**src/rtl/mem_wb_stage_pkg.sv**
```systemverilog
`default_nettype none
// +----------------------------------------------------------------------+
// | mem_wb_stage_pkg                                                     |
// | Shared access-size and FSM state types plus store-lane helpers for   |
// | the memory-access / writeback stage.                                 |
// | Rev 1.0 - initial release                                            |
// +----------------------------------------------------------------------+
package mem_wb_stage_pkg;

  typedef enum logic [2:0] {
    BYTE = 3'b000,
    HALF = 3'b001,
    WORD = 3'b010
  } mem_size_e;

  typedef enum logic {
    IDLE     = 1'b0,
    WAIT_RSP = 1'b1
  } mem_state_e;

  // Undefined size encodings count as misaligned so they never reach the bus.
  function automatic logic access_misaligned(input logic [2:0] size, input logic [1:0] lo);
    logic bad;
    case (size)
      BYTE:    bad = 1'b0;
      HALF:    bad = lo[0];
      WORD:    bad = (lo != 2'b00);
      default: bad = 1'b1;
    endcase
    return bad;
  endfunction

  // Byte-enable pattern for a store of the given size at the given byte offset.
  function automatic logic [3:0] store_strobe(input logic [2:0] size, input logic [1:0] lo);
    logic [3:0] strb;
    case (size)
      BYTE:    strb = 4'b0001 << lo;
      HALF:    strb = lo[1] ? 4'b1100 : 4'b0011;
      WORD:    strb = 4'b1111;
      default: strb = 4'b0000;
    endcase
    return strb;
  endfunction

  // Store data replicated across all lanes so the strobes alone pick the bytes.
  function automatic logic [31:0] store_lanes(input logic [2:0] size, input logic [31:0] data);
    logic [31:0] lanes;
    case (size)
      BYTE:    lanes = {4{data[7:0]}};
      HALF:    lanes = {2{data[15:0]}};
      default: lanes = data;
    endcase
    return lanes;
  endfunction

endpackage
`default_nettype wire

```
**src/rtl/mem_wb_stage_load_align.sv**
```systemverilog
`default_nettype none
// +----------------------------------------------------------------------+
// | mem_wb_stage_load_align                                              |
// | Extracts a byte/half/word from the returned memory word and sign- or |
// | zero-extends it to 32 bits.                                          |
// | Rev 1.0 - initial release                                            |
// +----------------------------------------------------------------------+
module mem_wb_stage_load_align (
  input  logic [1:0]  addr_lo,
  input  logic [2:0]  load_type,
  input  logic        load_unsigned,
  input  logic [31:0] word,
  output logic [31:0] result
);
  import mem_wb_stage_pkg::*;

  logic [7:0]  byte_val;
  logic [15:0] half_val;

  // Lane selection followed by extension according to the access size.
  always_comb begin
    byte_val = 8'h00;
    half_val = 16'h0000;
    result   = word;
    case (addr_lo)
      2'd0:    byte_val = word[7:0];
      2'd1:    byte_val = word[15:8];
      2'd2:    byte_val = word[23:16];
      default: byte_val = word[31:24];
    endcase
    half_val = addr_lo[1] ? word[31:16] : word[15:0];
    case (load_type)
      BYTE:    result = load_unsigned ? {24'h000000, byte_val}
                                      : {{24{byte_val[7]}}, byte_val};
      HALF:    result = load_unsigned ? {16'h0000, half_val}
                                      : {{16{half_val[15]}}, half_val};
      default: result = word;
    endcase
  end

endmodule
`default_nettype wire

```
**src/rtl/mem_wb_stage.sv**
```systemverilog
`default_nettype none
// +----------------------------------------------------------------------+
// | mem_wb_stage                                                         |
// | Memory-access stage and MEM/WB register: issues load/store requests  |
// | on a valid/ready port, formats load data, selects and registers the  |
// | writeback value, and stalls upstream while a transaction is open.    |
// | Rev 1.0 - initial release                                            |
// +----------------------------------------------------------------------+
module mem_wb_stage #(
  parameter int unsigned TIMEOUT = 255
) (
  input  logic        clk,
  input  logic        rst,
  input  logic [31:0] alu_result_i,
  input  logic [31:0] rdata2_i,
  input  logic [31:0] pc_plus_4_i,
  input  logic [4:0]  rd_i,
  input  logic        rf_en_i,
  input  logic        mem_write_i,
  input  logic        is_load_i,
  input  logic        is_jal_i,
  input  logic        is_jalr_i,
  input  logic [2:0]  load_type_i,
  input  logic        load_unsigned_i,
  input  logic [2:0]  store_type_i,
  output logic        dmem_req_valid_o,
  input  logic        dmem_req_ready_i,
  output logic [31:0] dmem_addr_o,
  output logic        dmem_we_o,
  output logic [3:0]  dmem_wstrb_o,
  output logic [31:0] dmem_wdata_o,
  input  logic        dmem_rsp_valid_i,
  input  logic [31:0] dmem_rsp_data_i,
  output logic        stall_o,
  output logic        wb_en_o,
  output logic [4:0]  wb_rd_o,
  output logic [31:0] wb_data_o,
  output logic        misalign_o,
  output logic        bus_err_o
);
  import mem_wb_stage_pkg::*;

  localparam int CNT_W = (TIMEOUT < 2) ? 1 : $clog2(TIMEOUT + 1);
  localparam logic [CNT_W-1:0] TMO_VAL = CNT_W'(TIMEOUT);

  mem_state_e       state, state_nxt;
  logic [CNT_W-1:0] cnt, cnt_nxt;

  logic        mem_op, misaligned, aligned_op;
  logic [2:0]  acc_size;
  logic        req_valid, store_accept, rsp_hit, timeout_hit, commit, done;
  logic        wb_en_nxt;
  logic [31:0] load_val, wb_val;

  mem_wb_stage_load_align u_load_align (
    .addr_lo       (alu_result_i[1:0]),
    .load_type     (load_type_i),
    .load_unsigned (load_unsigned_i),
    .word          (dmem_rsp_data_i),
    .result        (load_val)
  );

  // Decode the access and pick the writeback source from the EX/MEM inputs.
  always_comb begin
    mem_op     = is_load_i | mem_write_i;
    acc_size   = is_load_i ? load_type_i : store_type_i;
    misaligned = mem_op & access_misaligned(acc_size, alu_result_i[1:0]);
    aligned_op = mem_op & ~misaligned;
    if (is_jal_i | is_jalr_i) begin
      wb_val = pc_plus_4_i;
    end else if (is_load_i) begin
      wb_val = load_val;
    end else begin
      wb_val = alu_result_i;
    end
  end

  // Handshake FSM: request in IDLE, wait for the load response or timeout.
  always_comb begin
    state_nxt    = state;
    cnt_nxt      = cnt;
    req_valid    = 1'b0;
    store_accept = 1'b0;
    rsp_hit      = 1'b0;
    timeout_hit  = 1'b0;
    commit       = 1'b0;
    case (state)
      IDLE: begin
        if (aligned_op) begin
          req_valid = 1'b1;
          if (dmem_req_ready_i) begin
            if (is_load_i) begin
              state_nxt = WAIT_RSP;
              cnt_nxt   = '0;
            end else begin
              store_accept = 1'b1;
              commit       = 1'b1;
            end
          end
        end else begin
          // Non-memory, bubble or dropped misaligned access retires at once.
          commit = 1'b1;
        end
      end
      WAIT_RSP: begin
        cnt_nxt = cnt + CNT_W'(1);
        // A response in the timeout cycle still counts as a good load.
        if (dmem_rsp_valid_i) begin
          rsp_hit   = 1'b1;
          commit    = 1'b1;
          state_nxt = IDLE;
        end else if ((TIMEOUT != 0) && (cnt == TMO_VAL)) begin
          timeout_hit = 1'b1;
          commit      = 1'b1;
          state_nxt   = IDLE;
        end
      end
      default: state_nxt = IDLE;
    endcase
  end

  // Bus-facing outputs; valid and stall are forced low while reset is held.
  always_comb begin
    done             = store_accept | rsp_hit | timeout_hit;
    dmem_req_valid_o = rst & req_valid;
    stall_o          = rst & aligned_op & ~done;
    dmem_addr_o      = {alu_result_i[31:2], 2'b00};
    dmem_we_o        = mem_write_i & ~is_load_i;
    dmem_wstrb_o     = dmem_we_o ? store_strobe(store_type_i, alu_result_i[1:0]) : 4'b0000;
    dmem_wdata_o     = store_lanes(store_type_i, rdata2_i);
    wb_en_nxt        = commit & rf_en_i & (rd_i != 5'd0) & ~misaligned & ~timeout_hit;
  end

  // State, timeout counter and the MEM/WB register.
  always_ff @(posedge clk or negedge rst) begin
    if (!rst) begin
      state      <= IDLE;
      cnt        <= '0;
      wb_en_o    <= 1'b0;
      wb_rd_o    <= 5'd0;
      wb_data_o  <= 32'd0;
      misalign_o <= 1'b0;
      bus_err_o  <= 1'b0;
    end else begin
      state      <= state_nxt;
      cnt        <= cnt_nxt;
      wb_en_o    <= wb_en_nxt;
      misalign_o <= (state == IDLE) & misaligned;
      bus_err_o  <= timeout_hit;
      if (commit) begin
        wb_rd_o   <= rd_i;
        wb_data_o <= wb_val;
      end
    end
  end

endmodule
`default_nettype wire

```
**config.mk**
```make
export PLATFORM = sky130hd
export DESIGN_NAME = mem_wb_stage
export DESIGN_NICKNAME = d
export VERILOG_FILES = /design/src/rtl/mem_wb_stage_pkg.sv /design/src/rtl/mem_wb_stage_load_align.sv /design/src/rtl/mem_wb_stage.sv
export SDC_FILE = /design/constraint.sdc
export NUM_CORES = 1
export LEC_CHECK = 0
export BUFFER_PORTS_ARGS = -buffer_cell sky130_fd_sc_hd__buf_2
export CAP_MARGIN = 15
export CORE_MARGIN = 5
export CORE_UTILIZATION = 47
export CTS_BUF_LIST = sky130_fd_sc_hd__clkbuf_4
export DETAILED_ROUTE_END_ITERATION = 8
export PLACE_DENSITY_LB_ADDON = 0.05
export SYNTH_ARGS = -nofsm -noshare
export SYNTH_HDL_FRONTEND = slang
export SYNTH_SLANG_ARGS = --single-unit
```
**constraint.sdc**
```tcl
create_clock -name clk -period 2.5 [get_ports clk]
set_input_delay 0.25 -clock clk [delete_from_list [all_inputs] [get_ports clk]]
set_output_delay 0.25 -clock clk [all_outputs]
set_load 0.01 [all_outputs]
```
# Word-level counts from Yosys, hierarchy flattened

Cells that the tools add are included.

Add/sub/neg operators: 1
Multiply operators: 0
Divide/modulo/power cells: 0
Magnitude comparators: 0
Eq/ne operators: 11
Shift operators: 1
Muxes and demuxes: 37
Bitwise operators: 20
Reductions and logical operators: 7

Operators with widths:

| kind                  | number |
|---|---|
| $mux W32              | 4 |
| $pmux W32 S2          | 2 |
| $mux W8               | 3 |
| $pmux W8 S3           | 1 |
| $mux W1               | 18 |
| $mux W16              | 1 |
| $pmux W8 S2           | 1 |
| $pmux W4 S3           | 1 |
| $and A1 B1 Y1         | 11 |
| $eq A3 B1 Y1 const B  | 3 |
| $logic_not A3 Y1      | 3 |
| $add A8 B1 Y8 const B | 1 |
| $eq A8 B8 Y1 const B  | 1 |
| $mux W4               | 2 |
| $eq A3 B2 Y1 const B  | 2 |
| $ne A2 B2 Y1 const B  | 3 |
| $not A1 Y1            | 5 |
| $reduce_bool A5 Y1    | 1 |
| $or A1 B1 Y1          | 4 |
| $pmux W1 S2           | 2 |
| $shl A1 B2 Y4 const A | 1 |
| $mux W3               | 1 |
| $pmux W1 S3           | 1 |
| $reduce_and A3 Y1     | 1 |
| other kinds (4)       | 4 |

Bits in registers: 49
Latch bits: 0
RAM bits: 0
Memory bits (read-only): 0
Input bits: 149
Word-level logic and storage cells: 84
Memories kept: 0

# Depth between registers and ports, before layout

Depth after elaboration: 12
Mapped depth: 8
Gate-level depth less buffers: 6

# Modules after synthesis

From an unflattened synthesis, not the netlist that was laid out.

Cells, all modules: 606
Area total of the unflattened synthesis: 4908.5 µm²

Modules (own cells, without submodules):

| module                  | instances | cells an instance | area each (µm²) |
|---|---|---|---|
| mem_wb_stage            | 1         | 499               | 4149.0 |
| mem_wb_stage_load_align | 1         | 107               | 759.5 |

# Worst setup path after synthesis

Ideal clock, no wire load.

Path kind: input -> register
Start point: input load_type_i[0]
End point: register wb_data_o[18]
Library setup time: 121 ps
Data arrival time: 1668 ps
Slack: 711 ps
Stages on the path: 7
Buffers on the path: 3
Path through: buf_2 -> or3_1 -> a21o_1 -> o221a_1 -> buf_6 -> buf_6 -> o22a_1

Word-level cells in the longest chain between the ends: 8
Elaborated cells on any way between the ends: 15
Those cells by class: eq/ne (3); mux (7); bitwise (3); reduce/logical (2)

RTL lines:

| item                                       | RTL line               | source |
|---|---|---|
| start, declared                            | mem_wb_stage.sv:23     | `input logic [2:0] load_type_i,` |
| $mux W3                                    | mem_wb_stage.sv:66     | `acc_size = is_load_i ? load_type_i : store_type_i;` |
| $eq A3 B2 Y1, or another cell as far along | mem_wb_stage_pkg.sv:24 | `case (size)` |
| $pmux W1 S3                                | mem_wb_stage_pkg.sv:24 |  |
| $and A1 B1 Y1                              | mem_wb_stage.sv:67     | `misaligned = mem_op & access_misaligned(acc_size, alu_result_i[1:0]);` |
| $not A1 Y1                                 | mem_wb_stage.sv:68     | `aligned_op = mem_op & ~misaligned;` |
| $and A1 B1 Y1                              | mem_wb_stage.sv:68     |  |
| $mux W1                                    | mem_wb_stage.sv:89     | `if (aligned_op) begin` |
| $pmux W1 S2                                | mem_wb_stage.sv:87     | `case (state)` |
| end signal, assigned                       | mem_wb_stage.sv:152    | `wb_data_o <= wb_val;` |
| end, declared                              | mem_wb_stage.sv:37     | `output logic [31:0] wb_data_o,` |

Parallel ways exist; a longest one is shown, timed or not.
A chain may end at the register's enable or synchronous reset.

# Final worst setup path

Start point: register cnt[0]
End point: register wb_data_o[21]

Word-level cells in the longest chain between the ends: 4

RTL lines:

| item                   | RTL line            | source |
|---|---|---|
| start, declared        | mem_wb_stage.sv:47  | `logic [CNT_W-1:0] cnt, cnt_nxt;` |
| start signal, assigned | mem_wb_stage.sv:146 | `cnt <= cnt_nxt;` |
| $eq A8 B8 Y1           | mem_wb_stage.sv:112 | `end else if ((TIMEOUT != 0) && (cnt == TMO_VAL)) begin` |
| $mux W1                | mem_wb_stage.sv:112 |  |
| $mux W1                | mem_wb_stage.sv:108 | `if (dmem_rsp_valid_i) begin` |
| $pmux W1 S2            | mem_wb_stage.sv:87  |  |

Every way passes these cells.

==> flow_metrics.env <==
export IMPL_finalHoldViolations=25
export IMPL_die_area_sq_um=10300
export IMPL_status="complete, but fails checks"
export IMPL_synth_common_cells="60 x nand2_1, 52 x nor2_1, 51 x a21oi_1, 49 x dfrtp_1, 41 x buf_4"
export IMPL_cp_cell_sequence="ha_1, nand3_1, o21bai_1, o221a_1, buf_12, nand2_1, o22a_1"
export IMPL_period_share_pct=84.3
export IMPL_cts_setup_buffers=0
export IMPL_ioPinCount=260
export IMPL_p_leak_nw=2.55
export IMPL_r2r_cells=7
export IMPL_syn_instance_count=489
export IMPL_synth_top_cells_by_area="dfrtp_1 31%, buf_4 7.8%, a21oi_1 6.5%, nand2_1 5.7%, nor2_1 5.0%"
export IMPL_via_count=4439
export IMPL_chipWidth_um=101
export IMPL_start_util_pct=48.1
export IMPL_ys_ff_latch=49
export IMPL_r2r_end="wb_data_o[21]$_DFFE_PN0P_"
export IMPL_fmax_mhz=474
export IMPL_min_period_ns=2.11
export IMPL_via_per_inst=5.59
export IMPL_yosysTopAreaCellShare_pct=31.2
export IMPL_cts_tree="built"
export IMPL_cts_max_path_buffers=2
export IMPL_cts_sinks=49
export IMPL_yosys_area_share_adder_pct=0.318
export IMPL_drc_errors=0
export IMPL_grt_pass1_wl_mm=22.3
export IMPL_synth_top_area_cell="dfrtp_1"
export IMPL_r2r_start="cnt[0]$_DFFE_PN0P_"
export IMPL_seq_area_frac_synth_pct=31.2
export IMPL_drv_slew=0
export IMPL_worst_path_max_fanout=29
export IMPL_hp_class="in -> async"
export IMPL_p_per_area_nw_per_um2=592
export IMPL_slew_headroom_pct=18.2
export IMPL_antenna_found_initial=0
export IMPL_ys_types=55
export IMPL_track_usage_pct=27.1
export IMPL_synth_compound_area_share_pct=25.3
export IMPL_finClkSkew_ns=0.0178
export IMPL_gp_congestion=0.915
export IMPL_synth_top_family_by_area="compound AO/OA/AOI/OAI gates"
export IMPL_htreeDepth=2
export IMPL_rsz0062_at_grt="no"
export IMPL_grt_max_degree=55
export IMPL_synth_ff_type="dfrtp_1"
export IMPL_crit_path_max_incr_delay_ns=0.42
export IMPL_violations="hold timing"
export IMPL_antennaDiodeCount=0
export IMPL_port_buffers=257
export IMPL_area_delta_synth_final_pct=29.0
export IMPL_overflow=0
export IMPL_num_fill_cells=776
export IMPL_crit_arrival_ns=2.40
export IMPL_synthMuxAreaShare_pct=10.0
export IMPL_yosys_cell_count_top_type="nand2_1"
export IMPL_firstDrtPassIters=6
export IMPL_async_flop_share_pct=100
export IMPL_die_height_um=101
export IMPL_ys_warn_count=0
export IMPL_drt_iter0_drc=197
export IMPL_core_sq_um=8180
export IMPL_worstPathRequired_ns=2.79
export IMPL_drive_gt1_share_pct=45.4
export IMPL_ctsResizeCount=0
export IMPL_placed_cell_area_sq_um=4990
export IMPL_syn_avg_cell_area_sq_um=8.04
export IMPL_hpwlAfterDp_mm=11.4
export IMPL_wl_mm=14.5
export IMPL_hold_slack_ns=-0.0187
export IMPL_insertion_delay_ns=0.38
export IMPL_cts_buffers=5
export IMPL_end_kind="flip-flop"
export IMPL_root_buffer="clkbuf_4"
export IMPL_wl_per_cell_um=18.2
export IMPL_cp_slowest_cell="o221a_1"
export IMPL_synth_simple_gate_area_share_pct=19.6
export IMPL_start_kind="flip-flop"
export IMPL_clk_pin_slew_ns=0.15
export IMPL_synth_area_sq_um=3930
export IMPL_final_nets=838
export IMPL_postCtsHoldBufs=0
export IMPL_maxCapViolCount=0
export IMPL_setup_viol=0
export IMPL_path_class="reg -> reg"
export IMPL_grt_pass1_vias=4442
export IMPL_rows=33
export IMPL_r2r_slack_ns=0.39
export IMPL_synth_edf_count=0
export IMPL_ant_nets=0
export IMPL_tightest_slew_ns=1.22
export IMPL_synthXorXnorAreaFrac_pct=0.223
export IMPL_fin_setup_tns_ns=0
export IMPL_fin_area_sq_um=5070
export IMPL_ir_drop_mv=0.331
sequential cells by signal, summed over array words and instances, names as in the netlist:
name / cells
bus_err_o: 1
misalign_o: 1
cnt: 8
wb_en_o: 1
wb_rd_o: 5
state: 1
wb_data_o: 32
cell type report:
class	instances	area, sq um	area share (%)
Clock inverter	2	33.8	0.666
Sequential cell	49	1230	24.2
Clock buffer	6	45.0	0.888
Tap cell	105	131	2.59
Timing Repair Buffer	269	1410	27.9
Multi-Input combinational cell	358	2200	43.4
Inverter	5	18.8	0.370
kinds of logic (layout without fill, tap and decap cells):
logic type               count (synthesis)  count (layout)
buffers and inverters                   83             282
AO/OA/AOI/OAI                          151             151
AND/OR/NAND/NOR                        167             167
flip-flops                              49              49
multiplexers                            36              36
adder cells (fa/ha/maj)                  1               1
other                                    1               2
XOR/XNOR                                 1               1
worst max path at each step:
stage	startpoint	slack, ns	endpoint	cells past startpoint
2_1_floorplan	load_type_i[0]	0.71	wb_data_o[18]$_DFFE_PN0P_	7
3_3_place_gp	is_load_i	0.30	wb_data_o[9]$_DFFE_PN0P_	6
3_5_place_dp	is_load_i	0.30	wb_data_o[13]$_DFFE_PN0P_	6
4_1_cts	cnt[0]$_DFFE_PN0P_	0.38	wb_data_o[21]$_DFFE_PN0P_	7
5_1_grt	cnt[0]$_DFFE_PN0P_	0.14	wb_data_o[1]$_DFFE_PN0P_	7
6_report	cnt[0]$_DFFE_PN0P_	0.39	wb_data_o[21]$_DFFE_PN0P_	7
critical path: cells and delay by family, from the launching register on:
family	cells	cell delay, ns
adders and majority gates	1	0.22
AOI/OAI and AO/OA	3	0.94
and+or+nand+nor	2	0.23
DFF	1	0.40
buffers and inverters	1	0.22
metrics by stage:
stage | std cells | utilization (%) | setup slack [ns] | power [W] | hold WS, ns
after floorplan | 490 | - | 0.711 | 0.00195 | -0.0456
after global placement | 786 | 61.1 | 0.299 | 0.00251 | 0.448
after global routing | 794 | 62.0 | 0.137 | 0.00319 | 0.0487
after CTS | 794 | 62.0 | 0.377 | 0.00302 | 0.00688
after detailed placement | 786 | 61.1 | 0.303 | 0.00253 | 0.434
final | 794 | 62.0 | 0.392 | 0.00300 | -0.0187
layer usage:
| layer | up-vias | routed length, um | part of all wire [%] | GRT usage, % |
|---|---|---|---|---|
| met5 | - | 0 | 0 | 0 |
| met4 | 0 | 205 | 1.4 | 7.36 |
| met3 | 18 | 1250 | 8.6 | 5.92 |
| met2 | 216 | 7420 | 51 | 47.6 |
| met1 | 2083 | 5610 | 39 | 33.4 |
| li1 | 2122 | - | - | - |
report_power, final:
| part | switching, W | internal (W) |
|---|---|---|
| logic | 0.000748 | 0.000584 |
| clock network | 0.000273 | 0.000220 |
| registers | 0.000151 | 0.00103 |
| total | 0.00117 | 0.00183 |
layout by cell type (no fill, tap or decap), drive strengths merged, types with 14 or more instances in the layout:
cell type,n
buf,269
nand2,60
nor2,52
a21oi,52
dfrtp,49
o21ai,29
mux2i,18
nor3,18
mux2,17
a31o,14
No activity file was read; power rests on OpenSTA's default activity.
